[src/rtl/stepper_pkg.sv]
// Shared definitions for stepper coil drivers: FSM state encoding, the
// half-step coil table and the phase-advance rule.
package stepper_pkg;

   typedef enum logic [1:0] {
      ST_OFF   = 2'd0,
      ST_DWELL = 2'd1,
      ST_HOLD  = 2'd2
   } step_state_t;

   localparam int PHASE_W = 3;
   localparam int COIL_W  = 4;

   // Index -> {B_n, A_n, B, A}; entry 0 is the rightmost element.
   localparam logic [7:0][COIL_W-1:0] COIL_TABLE = {
      4'b1001, 4'b1000, 4'b1100, 4'b0100,
      4'b0110, 4'b0010, 4'b0011, 4'b0001
   };

   // Full-step from an even (single-coil) index moves by one so the motor
   // lands on an odd (two-phase-on) index; afterwards it strides by two.
   function automatic logic [PHASE_W-1:0] next_phase(
      input logic [PHASE_W-1:0] cur,
      input logic               dir_fwd,
      input logic               half
   );
      logic [PHASE_W-1:0] delta;
      delta = (half || !cur[0]) ? PHASE_W'(1) : PHASE_W'(2);
      return dir_fwd ? cur + delta : cur - delta;
   endfunction

endpackage

[src/rtl/step_phase_lut.sv]
// Combinational phase index -> coil pattern lookup, shared by coil drivers.
module step_phase_lut
   import stepper_pkg::*;
(
   input  logic [PHASE_W-1:0] index,
   output logic [COIL_W-1:0]  coils
);

   generate
      for (genvar gi = 0; gi < COIL_W; gi++) begin : g_coil
         assign coils[gi] = COIL_TABLE[index][gi];
      end
   endgenerate

endmodule

[src/rtl/stepper_phase_driver.sv]
// Four-coil stepper driver: accepts single-step requests, holds each pattern
// for a minimum dwell, and de-energizes on idle timeout or loss of enable.
module stepper_phase_driver
   import stepper_pkg::*;
#(
   parameter int CNT_W       = 16,
   parameter int IDLE_CYCLES = 50000
) (
   input  logic               clk,
   input  logic               reset,
   input  logic               enable,
   input  logic               step_req,
   input  logic               step_dir,
   input  logic               half_step,
   input  logic [CNT_W-1:0]   dwell,
   output logic               step_ack,
   output logic               busy,
   output logic               energized,
   output logic [PHASE_W-1:0] phase,
   output logic [COIL_W-1:0]  coils
);

   localparam bit               TIMEOUT_EN = (IDLE_CYCLES != 0);
   localparam logic [CNT_W-1:0] IDLE_LAST  = CNT_W'(IDLE_CYCLES - 1);

   step_state_t        state_reg;
   logic [PHASE_W-1:0] phase_reg;
   logic [CNT_W-1:0]   dwell_cnt_reg;
   logic [CNT_W-1:0]   idle_cnt_reg;
   logic               step_ack_reg;
   logic               busy_reg;
   logic               energized_reg;
   logic [COIL_W-1:0]  coils_reg;

   logic               accept;
   logic [PHASE_W-1:0] phase_next;
   logic [COIL_W-1:0]  coils_next;
   logic [CNT_W-1:0]   dwell_load;

   assign accept     = (state_reg == ST_OFF || state_reg == ST_HOLD) && enable && step_req;
   assign phase_next = next_phase(phase_reg, step_dir, half_step);
   // A zero dwell still holds the new pattern for one cycle.
   assign dwell_load = (dwell == '0) ? '0 : dwell - CNT_W'(1);

   step_phase_lut u_lut (
      .index (phase_next),
      .coils (coils_next)
   );

   always_ff @(posedge clk) begin
      if (reset) begin
         state_reg     <= ST_OFF;
         phase_reg     <= '0;
         dwell_cnt_reg <= '0;
         idle_cnt_reg  <= '0;
         step_ack_reg  <= 1'b0;
         busy_reg      <= 1'b0;
         energized_reg <= 1'b0;
         coils_reg     <= '0;
      end else begin
         step_ack_reg <= 1'b0;
         if (accept) begin
            state_reg     <= ST_DWELL;
            phase_reg     <= phase_next;
            dwell_cnt_reg <= dwell_load;
            step_ack_reg  <= 1'b1;
            busy_reg      <= 1'b1;
            energized_reg <= 1'b1;
            coils_reg     <= coils_next;
         end else begin
            case (state_reg)
               ST_OFF: begin
                  busy_reg      <= 1'b0;
                  energized_reg <= 1'b0;
                  coils_reg     <= '0;
               end
               ST_DWELL: begin
                  if (!enable) begin
                     state_reg     <= ST_OFF;
                     busy_reg      <= 1'b0;
                     energized_reg <= 1'b0;
                     coils_reg     <= '0;
                  end else if (dwell_cnt_reg == '0) begin
                     state_reg    <= ST_HOLD;
                     idle_cnt_reg <= '0;
                     busy_reg     <= 1'b0;
                  end else begin
                     dwell_cnt_reg <= dwell_cnt_reg - CNT_W'(1);
                  end
               end
               ST_HOLD: begin
                  // Reaching here means no accept this cycle, so timeout may fire.
                  if (!enable || (TIMEOUT_EN && idle_cnt_reg == IDLE_LAST)) begin
                     state_reg     <= ST_OFF;
                     busy_reg      <= 1'b0;
                     energized_reg <= 1'b0;
                     coils_reg     <= '0;
                  end else begin
                     idle_cnt_reg <= idle_cnt_reg + CNT_W'(1);
                  end
               end
               default: begin
                  state_reg     <= ST_OFF;
                  busy_reg      <= 1'b0;
                  energized_reg <= 1'b0;
                  coils_reg     <= '0;
               end
            endcase
         end
      end
   end

   assign step_ack  = step_ack_reg;
   assign busy      = busy_reg;
   assign energized = energized_reg;
   assign phase     = phase_reg;
   assign coils     = coils_reg;

endmodule

[config.mk]
export PLATFORM = sky130hd
export DESIGN_NAME = stepper_phase_driver
export DESIGN_NICKNAME = d
export VERILOG_FILES = /design/src/rtl/stepper_pkg.sv /design/src/rtl/step_phase_lut.sv /design/src/rtl/stepper_phase_driver.sv
export SDC_FILE = /design/constraint.sdc
export NUM_CORES = 1
export LEC_CHECK = 0
export ABC_AREA = 1
export CAP_MARGIN = 30
export CORE_MARGIN = 5
export CORE_UTILIZATION = 51
export CTS_BUF_LIST = sky130_fd_sc_hd__clkbuf_4 sky130_fd_sc_hd__clkbuf_8
export CTS_CLUSTER_DIAMETER = 100
export DETAILED_ROUTE_END_ITERATION = 7
export PLACE_DENSITY = 0.79
export SLEW_MARGIN = 20
export SYNTH_ARGS = -nofsm -noshare
export SYNTH_HDL_FRONTEND = slang
export SYNTH_SLANG_ARGS = --single-unit
[constraint.sdc]
create_clock -name clk -period 4.6 [get_ports clk]
set_input_delay 0.69 -clock clk [delete_from_list [all_inputs] [get_ports clk]]
set_output_delay 0.69 -clock clk [all_outputs]
set_load 0.05 [all_outputs]
==> results.json, run 1 <==
{
  "hold_violations": 0,
  "grt_pass1_wl_um": 13100,
  "start_kind": "primary input",
  "antenna_cells": 0,
  "synth_top_area_share_pct": 28.38,
  "wl_per_cell_um": 12.18,
  "cp_max_fo": 19,
  "portBuffers": 31,
  "cp.arrival_ns": 2.72,
  "dieHeight_um": 88.02,
  "synth_area_mm2": 0.003104,
  "clk_pin_slew_ns": 0.08,
  "coreArea_mm2": 0.005921,
  "synthFlopType": "dfxtp_1",
  "setup_viol": 0,
  "synth_edf_count": 0,
  "hpwl_um": 5522,
  "ctsHoldBuffers": 0,
  "synth_area_leader_cell": "dfxtp_1",
  "post_cts_buffers": 0,
  "dieArea_mm2": 0.007747,
  "ys_warn_count": 0,
  "fp-row-count": 28,
  "period_share_pct": 54.76,
  "holdCritPathClass": "flop to flop",
  "post-route-min-period_ns": 2.519,
  "gp_congestion": 0.9196,
  "insertion_delay_ns": 0.30,
  "worst_setup_path_end_kind": "flop",
  "dr_total_vias": 3210,
  "syn_inst": 511,
  "io_pins": 32,
  "ys_ff_latch": 44,
  "cts_buffers": 5,
  "fmax_mhz": 397.0,
  "dr.pass1.iters": 5,
  "status": "completed",
  "synth.area.top_cells": "dfxtp_1 (28%), nor2_1 (14%), nand2_1 (14%)",
  "finalNetCount": 563,
  "avgSynthCellArea_um2": 6.075,
  "die_w_um": 88.02,
  "clockBufferDepth": 2,
  "fin_worst_skew_ns": 0.007610,
  "maxCapViolCount": 0,
  "grt_max_degree": 23,
  "cts.sinks": 44,
  "cts_tree": "yes",
  "fillCellCount": 573,
  "drt_wl_total_um": 7441,
  "required_ns": 4.80,
  "holdWs_ns": 0.4833,
  "worst_slew_pin_slew_ns": 0.9175,
  "yosysMostFrequentCell": "nor2_1",
  "drive_above_1_share_pct": 5.597,
  "seq_area_frac_synth_pct": 28.38,
  "start_util_pct": 52.43,
  "relSlewSlack_pct": 38.64,
  "antenna_left": 0,
  "grt_setup_unrepaired": "no",
  "antenna_found_initial": 0,
  "ys_top_cells_by_count": "nor2_1 (116), nand2_1 (114), nand3_1 (54)",
  "synth_nets": 538,
  "tns_ns": 0,
  "drtIter0Drc": 249,
  "gr-total-overflow": 0,
  "peakVddDrop_uv": 252.2,
  "p_leak_uw": 0.001412,
  "maxSlewViolCount": 0,
  "h-tree-depth": 2,
  "ys_async_sr_fraction_pct": 0,
  "grt_usage_pct": 20.61,
  "cellPowerDensity_mw_per_mm2": 281.0,
  "grt_pass1_vias": 3069,
  "yosysUniqueCellTypes": 34,
  "cts_resized": 0,
  "path_class": "primary input to flop",
  "root_buffer": "clkbuf_8",
  "area_growth_pct": 13.06,
  "drc": 0,
  "vias_per_cell": 5.254
}
[power by group]
group          total [µW]  switching (µW)  internal (µW)  leakage, µW
Clock                 238             135            103    0.0000400
Combinational         329             212            117      0.00101
Sequential            420            19.2            401     0.000357
Total                 986             366            620      0.00141
[worst max-delay path: stages]
cell             delay [ns]
clkdlybuf4s50_1        0.60
nand3_2                0.35
o21ai_2                0.22
nand3_2                0.26
inv_2                  0.33
nand2_1                0.09
nor2_1                 0.12
nor2_1                 0.04
[cells in the final DEF (no fill, tap or decap)]
cell type and count:
clkinv_2 1, nor4_1 1, and3_1 1, fa_1 1, nand3_1 54, o21a_1 1, clkinvlp_4 1, nor3_1 5
o31ai_1 2, and2_1 1, clkbuf_8 5, o22ai_1 6, inv_2 3, xnor2_1 5, ha_1 4, inv_1 50
nand2_4 3, nand2_2 2, nand4_1 10, xor2_1 15, o21ai_2 1, nor2_2 4, nand3_2 3, nand2_1 114
clkdlybuf4s50_1 31, nor2_4 2, dfxtp_1 44, nor2_1 116, o21ai_1 9, or2_2 1, a21oi_1 15, o21ai_0 21
a21oi_2 4
[layer usage]
| layer | GRT usage (%) | share of wire (%) | vias to the layer above |
|---|---|---|---|
| li1 | - | - | 1686 |
| met1 | 26.01 | 46 | 1444 |
| met2 | 36.10 | 49 | 66 |
| met3 | 3.104 | 3.7 | 14 |
| met4 | 6.456 | 1.6 | 0 |
| met5 | 0 | 0 | - |
[path summary, 6_finish.rpt]
check,from,end,slack [ns],depth (start not counted)
worst max-delay path,enable,dwell_cnt_reg[14],2.08,8
worst min-delay path,energized,energized,0.48,2
worst max register to register,idle_cnt_reg[0],idle_cnt_reg[15],2.62,12
worst min register to register,energized,energized,0.48,2
[stage by stage]
| stage | instance area, µm² | std cells | setup slack, ns | util (%) | power (µW) |
|---|---|---|---|---|---|
| 2_1_floorplan | 3104 | 511 | 2.399 | - | 671.9 |
| 6_report | 3510 | 611 | 2.081 | 59.28 | 986.3 |
| 5_1_grt | 3510 | 611 | 1.915 | 59.28 | 1050 |
| 3_5_place_dp | 3428 | 604 | 1.779 | 57.90 | 753.3 |
| 4_1_cts | 3510 | 611 | 2.110 | 59.28 | 990.6 |
| 3_3_place_gp | 3428 | 604 | 1.887 | 57.90 | 745.9 |
[cell type report]
type	instances	area (µm²)	area share, %
clock buffers	5	68.82	1.961
inverters	53	198.9	5.668
flip-flops and latches	44	880.8	25.10
clock inverters	2	12.51	0.3565
multi-input cells	401	1944	55.40
repair buffers	31	310.3	8.841
well taps	75	93.84	2.674
[kinds of logic after synthesis]
family | count (synthesis) | share of synthesized area (%)
AND/OR/NAND/NOR | 317 | 44.14
buffers and inverters | 66 | 8.988
AO/OA/AOI/OAI | 59 | 10.60
flip-flops | 44 | 28.38
XOR/XNOR | 20 | 5.643
adder cells (fa/ha/maj) | 5 | 2.257
Note: power is estimated with default switching activity, not from simulation.
==> run 2, diff against run 1 <==
==> constraint.sdc (replaced) <==
create_clock -name clk -period 2.4 [get_ports clk]
set_input_delay 0.36 -clock clk [delete_from_list [all_inputs] [get_ports clk]]
set_output_delay 0.36 -clock clk [all_outputs]
set_load 0.05 [all_outputs]
==> run 2 against run 1 <==
  * Sequential power is 91% higher
  * Core utilization is 1.5 points higher
  * Non-clock buffer count is 8 higher
  * Clock power is 150% higher
==> results.json, run 2 (synthesized netlist as in run 1, its figures left out) <==
{
  "clockBufferDepth": 2,
  "worstHoldPathCells": 2,
  "required_ns": 2.59,
  "relSlewSlack_pct": 65.61,
  "die_w_um": 88.02,
  "post_cts_buffers": 0,
  "final_cell_mix": "nor2_1 (116), nand2_1 (114), nand3_1 (54), inv_1 (50), dfxtp_1 (44)",
  "antenna_left": 0,
  "status": "completed",
  "place_inst": 612,
  "insertion_delay_ns": 0.30,
  "cts_resized": 0,
  "start_util_pct": 52.43,
  "post-route-min-period_ns": 2.025,
  "gr-total-overflow": 0,
  "setup_viol": 0,
  "portBuffers": 31,
  "instances_no_fill": 620,
  "grt_setup_unrepaired": "no",
  "worst_slew_pin_slew_ns": 0.5142,
  "coreArea_mm2": 0.005921,
  "p_comb_share_pct": 31.6,
  "antenna_found_initial": 0,
  "hpwl_um": 5645,
  "dieHeight_um": 88.02,
  "hold_violations": 0,
  "max_stage_delay_ns": 0.42,
  "period_share_pct": 84.39,
  "cp.depth": 9,
  "peakVddDrop_uv": 399.0,
  "worst_setup_path_end_kind": "flop",
  "drt_wl_total_um": 7595,
  "drc": 0,
  "intPower_uw": 1309,
  "tns_ns": 0,
  "holdCritPathClass": "flop to flop",
  "maxSlewViolCount": 0,
  "p_leak_uw": 0.001464,
  "grt_pass1_wl_um": 12830,
  "fillCellCount": 566,
  "timing.rr.start": "phase[0]",
  "fin_worst_skew_ns": 0.009427,
  "fp-row-count": 28,
  "fmax_mhz": 493.7,
  "io_pins": 32,
  "wl_per_cell_um": 12.25,
  "path_class": "primary input to flop",
  "cp.arrival_ns": 2.22,
  "cellPowerDensity_mw_per_mm2": 563.5,
  "hold_start": "coils[2]",
  "slowest_stage": "clkdlybuf4s50_1",
  "cts_buffers": 5,
  "drive_above_1_share_pct": 7.156,
  "multi_input_area_mm2": 0.001944,
  "grt_max_degree": 20,
  "vias_per_cell": 5.224,
  "ctsHoldBuffers": 0,
  "switching_share_pct": 35.48,
  "r2r.worst_path.cells": 9,
  "clk_pin_slew_ns": 0.08,
  "seqPwrFrac_pct": 39.6,
  "grt_pass1_vias": 2893,
  "antenna_cells": 0,
  "regToRegEndpoint": "coils[2]",
  "path_cells": "clkdlybuf4s50_1 > o21a_1 > fa_1 > xor2_1 > or2_2 > nand2_1 > o21ai_0 > nand3_1 > a21oi_1",
  "maxCapViolCount": 0,
  "grt_usage_pct": 20.23,
  "h-tree-depth": 2,
  "root_buffer": "clkbuf_8",
  "dieArea_mm2": 0.007747,
  "p_switching_uw": 719.8,
  "area_growth_pct": 15.96,
  "finalNetCount": 571,
  "dr.pass1.iters": 5,
  "cts_tree": "yes",
  "hold_end": "coils[2]",
  "rrSetupSlack_ns": 0.47,
  "drtIter0Drc": 181,
  "start_kind": "primary input",
  "cp_num_buf_inv": 1,
  "gp_congestion": 0.9328,
  "mostFrequentLayoutCell": "nor2_1",
  "critPathTopFamily": "simple AND/OR/NAND/NOR gates",
  "regArea_um2": 880.8,
  "clkPwrFrac_pct": 28.8,
  "cts.sinks": 44,
  "cp_max_fo": 5,
  "total_power_uw": 2029,
  "dr_total_vias": 3239
}
## run 2: cell count changes in the layout (fill, tap and decap cells not counted), sizes merged
cell and change:
bufinv +1, buf +8
## run 2: area by class of cell
| type | count | share of cell area (%) |
|---|---|---|
| clock buffers | 5 | 1.912 |
| inverters | 53 | 5.527 |
| repair buffers | 39 | 10.29 |
| flip-flops and latches | 44 | 24.47 |
| clock inverters | 3 | 1.182 |
| multi-input cells | 401 | 54.01 |
| well taps | 75 | 2.607 |
## run 2: how the worst max path moves through the flow
stage | from | to | slack [ns]
after floorplan | phase[0] | coils[2] | 0.20
after global placement | half_step | coils[2] | 0.12
after detailed placement | half_step | coils[2] | 0.05
after CTS | half_step | coils[2] | 0.37
after global routing | half_step | coils[0] | 0.28
final | half_step | coils[2] | 0.37
## run 2: power by group through the flow
stage | Clock [µW] | Sequential (µW) | Combinational [µW]
after global routing | 628 | 810 | 723
after floorplan | 0 | 847 | 441
after detailed placement | 0 | 819 | 629
final | 584 | 804 | 640
after global placement | 0 | 819 | 612
after CTS | 596 | 803 | 634
## run 2: routing by layer
metal | up-vias | track usage, % | share of wire (%)
li1 | 1701 | - | -
met1 | 1456 | 26.84 | 47
met2 | 73 | 34.11 | 47
met3 | 9 | 3.481 | 4.7
met4 | 0 | 5.220 | 0.72
met5 | - | 0 | 0
## run 2: worst register-to-register path, delay by kind of cell, from the launching register on
family	cells	cell delay (ns)
AO/OA/AOI/OAI	3	0.36
XOR/XNOR	1	0.16
adder cells (fa/ha/maj)	1	0.40
buffers and inverters	1	0.06
flip-flops	1	0.36
AND/OR/NAND/NOR	3	0.51
## run 2: through the flow
stage / area, µm² / hold WS (ns) / setup WS (ns) / util, %
2_1_floorplan: 3104 / 0.4522 / 0.1987 / -
3_3_place_gp: 3488 / 0.4652 / 0.1172 / 58.92
3_5_place_dp: 3488 / 0.4715 / 0.05152 / 58.92
4_1_cts: 3600 / 0.4874 / 0.3734 / 60.80
5_1_grt: 3600 / 0.5059 / 0.2848 / 60.80
6_report: 3600 / 0.4854 / 0.3746 / 60.80
